**src/rtl/rx_fifo_pkg.sv**
```systemverilog
// Shared constants for the UART receive path: byte width and the
// saturating drop counter used by rx_fifo.
package rx_fifo_pkg;

    localparam int BYTE_W = 8;
    localparam int CNT_W  = 8;

    localparam logic [CNT_W-1:0] CNT_MAX = '1;

    function automatic logic [CNT_W-1:0] sat_inc(input logic [CNT_W-1:0] value);
        return (value == CNT_MAX) ? value : value + 1'b1;
    endfunction

endpackage

```
**src/rtl/rx_fifo_mem.sv**
```systemverilog
// Register-array storage for rx_fifo: synchronous write port and
// asynchronous read port so the head entry falls through with no latency.
module rx_fifo_mem
    import rx_fifo_pkg::*;
#(
    parameter int ADDR_W = 4
) (
    input  logic              clk,
    input  logic              we,
    input  logic [ADDR_W-1:0] waddr,
    input  logic [BYTE_W-1:0] wdata,
    input  logic [ADDR_W-1:0] raddr,
    output logic [BYTE_W-1:0] rdata
);

    localparam int DEPTH = 2 ** ADDR_W;

    // Contents are deliberately not reset; the pointers decide what is valid.
    logic [BYTE_W-1:0] mem [DEPTH];

    always_ff @(posedge clk) begin
        if (we) begin
            mem[waddr] <= wdata;
        end
    end

    assign rdata = mem[raddr];

endmodule

```
**src/rtl/rx_fifo.sv**
```systemverilog
// First-word-fall-through byte FIFO behind the UART receiver, with level
// flags for RTS flow control and sticky overflow / saturating drop count.
module rx_fifo
    import rx_fifo_pkg::*;
#(
    parameter int ADDR_W    = 4,
    parameter int AFULL_LVL = 12
) (
    input  logic              clk,
    input  logic              rstb,
    input  logic              wr_valid,
    input  logic [BYTE_W-1:0] wr_data,
    output logic              rd_valid,
    output logic [BYTE_W-1:0] rd_data,
    input  logic              rd_ready,
    output logic [ADDR_W:0]   level,
    output logic              full,
    output logic              empty,
    output logic              almost_full,
    output logic              overflow,
    output logic [CNT_W-1:0]  drop_cnt,
    input  logic              ovf_clr
);

    localparam int DEPTH = 2 ** ADDR_W;
    localparam logic [ADDR_W:0] AFULL_THR = (ADDR_W + 1)'(AFULL_LVL);

    // Pointers carry one extra MSB as a wrap bit to tell full from empty.
    logic [ADDR_W:0] wp;
    logic [ADDR_W:0] rp;
    logic            push;
    logic            pop;
    logic            drop;

    assign level       = wp - rp;
    assign empty       = (wp == rp);
    assign full        = (wp[ADDR_W] != rp[ADDR_W]) &&
                         (wp[ADDR_W-1:0] == rp[ADDR_W-1:0]);
    assign almost_full = (level >= AFULL_THR);
    assign rd_valid    = !empty;

    assign pop  = rd_valid & rd_ready;
    assign push = wr_valid & (!full | pop);
    assign drop = wr_valid & full & !pop;

    rx_fifo_mem #(
        .ADDR_W(ADDR_W)
    ) u_mem (
        .clk   (clk),
        .we    (push),
        .waddr (wp[ADDR_W-1:0]),
        .wdata (wr_data),
        .raddr (rp[ADDR_W-1:0]),
        .rdata (rd_data)
    );

    always_ff @(posedge clk or negedge rstb) begin
        if (!rstb) begin
            wp <= '0;
            rp <= '0;
        end else begin
            if (push) begin
                wp <= wp + 1'b1;
            end
            if (pop) begin
                rp <= rp + 1'b1;
            end
        end
    end

    // A drop in the same cycle as a clear wins, leaving a count of one.
    always_ff @(posedge clk or negedge rstb) begin
        if (!rstb) begin
            overflow <= 1'b0;
            drop_cnt <= '0;
        end else if (drop) begin
            overflow <= 1'b1;
            drop_cnt <= ovf_clr ? CNT_W'(1) : sat_inc(drop_cnt);
        end else if (ovf_clr) begin
            overflow <= 1'b0;
            drop_cnt <= '0;
        end
    end

    level_bounded: assert property (@(posedge clk) disable iff (!rstb)
        level <= (ADDR_W + 1)'(DEPTH));

endmodule
```
**config.mk**
```make
export PLATFORM = sky130hd
export DESIGN_NAME = rx_fifo
export DESIGN_NICKNAME = d
export VERILOG_FILES = /design/src/rtl/rx_fifo_pkg.sv /design/src/rtl/rx_fifo_mem.sv /design/src/rtl/rx_fifo.sv
export SDC_FILE = /design/constraint.sdc
export NUM_CORES = 1
export LEC_CHECK = 0
export CORE_MARGIN = 4
export CORE_UTILIZATION = 44
export CTS_CLUSTER_DIAMETER = 30
export DETAILED_ROUTE_END_ITERATION = 7
export RECOVER_POWER = 25
export SETUP_SLACK_MARGIN = 0.15
export SLEW_MARGIN = 10
export SYNTH_ARGS = -nofsm -noshare
export SYNTH_HDL_FRONTEND = slang
export SYNTH_HIERARCHICAL = 1
export SYNTH_SLANG_ARGS = --single-unit
```
**constraint.sdc**
```tcl
create_clock -name clk -period 4.1 [get_ports clk]
set_input_delay 0.82 -clock clk [delete_from_list [all_inputs] [get_ports clk]]
set_output_delay 0.82 -clock clk [all_outputs]
set_load 0.02 [all_outputs]
```
==> key figures <==
Placement
  • PortBufs: 38
  • Post-Place Cell Area: 6670 um2
  • HPWL Detailed: 7490 um
  • Placed cells: 543
  • Pre-CTS setup slack: 0.845 ns
  • Placer Congestion: 0.805

Route
  • DRC: 0
  • Antenna viol nets, final: 0
  • DR pass1 iterations: 5
  • Routed vias/inst: 5.54
  • Vias: 3178
  • DRT iter0 DRCs: 245
  • Total wire length: 11700 um
  • Avg WL per Cell: 20.4 um

Timing
  • Slew @ Worst Pin: 0.882 ns
  • F_max: 0.271 GHz
  • Hold Vio Cnt, Final: 0
  • Setup TNS: 0 ns
  • Worst Skew: 0.0188 ns
  • Max Slew Vio Count: 0
  • Min Tclk post-route: 3.69 ns
  • Setup violators final: 0
  • Final hold slack: 0.497 ns
  • Slew margin rel.: 0.410
  • RSZ-0062 raised after global routing: false
  • Tcrit/Tclk final: 0.899
  • Final worst setup slack: 0.415 ns

Hold path
  • HP Class: register to register
  • Hold path cells: 1

Synth
  • Biggest area consumer among synthesized cells: edfxtp_1
  • YS warnings: 6
  • Asr flop ratio synth: 0.129
  • Sequential area share after synthesis: 0.711
  • Synth Register Bits: 147
  • Cells after Synth: 331
  • Prevailing post-synth register cell: edfxtp_1
  • Syn avg cell area: 18.4 um2
  • Yosys top cell area share: 0.633
  • Synth cell count leaders: edfxtp_1 (128), dfrtp_1 (19), mux4_2 (18), nand2_1 (18), nor2_1 (18)
  • Synthesized Nets: 352
  • Cell Area, Synth: 6080 um2
  • Dominant cells by area after synthesis: edfxtp_1 (63%), dfrtp_1 (7.8%), mux4_2 (6.7%)
  • Most frequent cell after synthesis: edfxtp_1
  • Library cells used by synthesis: 46
  • Post-synth EDFFs: 128

Power
  • Net Sw Power: 1.73 mW
  • Switching Share: 0.319
  • Clock power share: 0.273
  • P per Cell Area: 751 nW/um2
  • Pleak: 2.47 nW
  • Comb power frac: 0.370
  • Seq pwr share: 0.357
  • Internal: 3.70 mW
  • Max VDD drop: 0.687 mV
  • Tot Pwr: 5.44 mW

Global route
  • Initial antenna violation count: 0
  • Tot GR Track Use: 0.157
  • Largest net degree at the start of global routing: 36
  • Number of global-route vias before repair: 3358
  • First-pass GRT wire length: 18700 um
  • GRT overflow: 0

Cells and area
  • Layout Utilization: 0.540
  • Storage cell area: 4320 um2
  • Area growth from synthesis to layout: 19.1%
  • Ant diodes: 0
  • Cell area after layout: 7240 um2
  • Multi-input logic area: 1630 um2
  • Non-filler cells, final: 574
  • Nets: 407
  • # fillers: 1065
  • Fraction of layout cells with a size suffix above 1: 0.148

Floorplan
  • Full die area: 15800 um2
  • Initial Utilization: 0.453
  • Die Y: 126 um
  • I/O pins: 39
  • Die Width: 126 um
  • CORE AREA: 13400 um2
  • Site Rows: 42

Worst setup path
  • Worst Path Arrival: 2.87 ns
  • Worst Path Buf+Inv: 3
  • CP max FO: 10
  • CP Launch Type: register
  • Most frequent CP cell: inv_1
  • Worst-path cell chain: inv_1 -> ha_1 -> inv_1 -> fa_1 -> a21o_1 -> a21oi_1 -> xnor2_1 -> a31o_2 -> clkdlybuf4s50_1
  • Slowest CP cell: clkdlybuf4s50_1
  • Worst r2r path cells: 6
  • Required time of the critical path: 3.28 ns
  • CP Depth: 9
  • Slowest stage delay, CP: 0.60 ns
  • CP endpoint kind: primary output
  • Cell family with most CP delay: buffers and inverters
  • Critical path class: register to primary output

Clock tree
  • Setup Fix Bufs, Post-CTS: 0
  • Clk_lat worst skew: 0.41 ns
  • Clk sinks: 147
  • Clk root buf: clkbuf_16
  • H-tree depth: 4
  • CTS Buf Count: 17
  • Hold_buf cts: 0
  • Worst-path clk slew: 0.06 ns
  • CTS resizes: 0
  • TritonCTS clock tree: built
  • CTS max path bufs: 2

Status
  • Status: finished clean

Job
  • MaxCap Viol Count: 0
[final timing paths]
kind | end | startpoint | slack, ns
worst max-delay path | almost_full | wp[0] | 0.41
worst min-delay path | wp[4] | wp[4] | 0.50
worst max register to register | u_mem/mem[1][4] | wp[0] | 1.03
worst min register to register | wp[4] | wp[4] | 0.50
max in group asynchronous | rp[0] | rstb | 2.60
min in group asynchronous | wp[2] | rstb | 0.91
[sequential cells by signal (all words and copies together) (netlist names)]
register   count
wp             5
overflow       1
rp             5
u_mem/mem    128
drop_cnt       8
[final cells by class]
class / count / area share
inverter: 9 / 0.00467
multi-input combinational: 164 / 0.225
tap: 176 / 0.0304
timing repair buffer: 47 / 0.0636
clock inverter: 13 / 0.0197
sequential: 147 / 0.597
clock buffer: 18 / 0.0593
[metal layers]
metal | track usage | vias to the layer above | share of wire
li1 | - | 1468 | -
met1 | 0.221 | 1627 | 0.46
met2 | 0.240 | 79 | 0.50
met3 | 0.0435 | 4 | 0.042
met4 | 0.0504 | 0 | 0.0050
met5 | 0 | - | 0
[kinds of logic (layout without fill, tap and decap cells)]
family                     count (synthesis)  after routing  share of synthesized area
AOI/OAI and AO/OA                         35             35                     0.0410
xor gates and xnor gates                  11             11                     0.0159
adders and majority gates                  8              8                     0.0177
and+or+nand+nor                           76             76                     0.0632
muxes                                     34             34                      0.131
DFF                                      147            147                      0.711
buffers and inverters                     20             87                     0.0206
[power groups by stage]
stage	clock network [mW]	logic, mW	registers [mW]
after global placement	0	2.03	1.96
after floorplan	0	1.33	1.95
final	1.49	2.01	1.94
after CTS	1.51	2.05	1.94
after global routing	1.59	2.17	1.96
after detailed placement	0	2.03	1.97
[placed cells by master (no fill, tap or decap), types with 2 or more instances in the layout]
cell	netlist	layout
clkbuf_16	0	17
nor3_1	8	8
clkinv_1	0	2
edfxtp_1	128	128
nand2_1	18	18
ha_1	7	7
nor2_1	18	18
clkinv_2	0	6
bufinv_16	0	3
dfrtp_1	19	18
and3_1	2	2
a22oi_1	16	16
xnor2_1	9	9
inv_1	9	9
or3_1	3	3
nand3b_1	3	3
mux4_2	18	18
a21oi_1	5	5
nand2b_1	3	3
mux4_1	14	14
and4_1	2	2
nand3_1	4	4
nor4_1	2	2
buf_4	1	8
nor2b_1	2	2
clkinvlp_4	0	2
dlygate4sd3_1	0	6
o21ai_0	3	3
clkdlybuf4s50_1	0	32
and2_1	2	2
nand4_1	6	6
xor2_1	2	2
(Power assumes the default switching activity.)
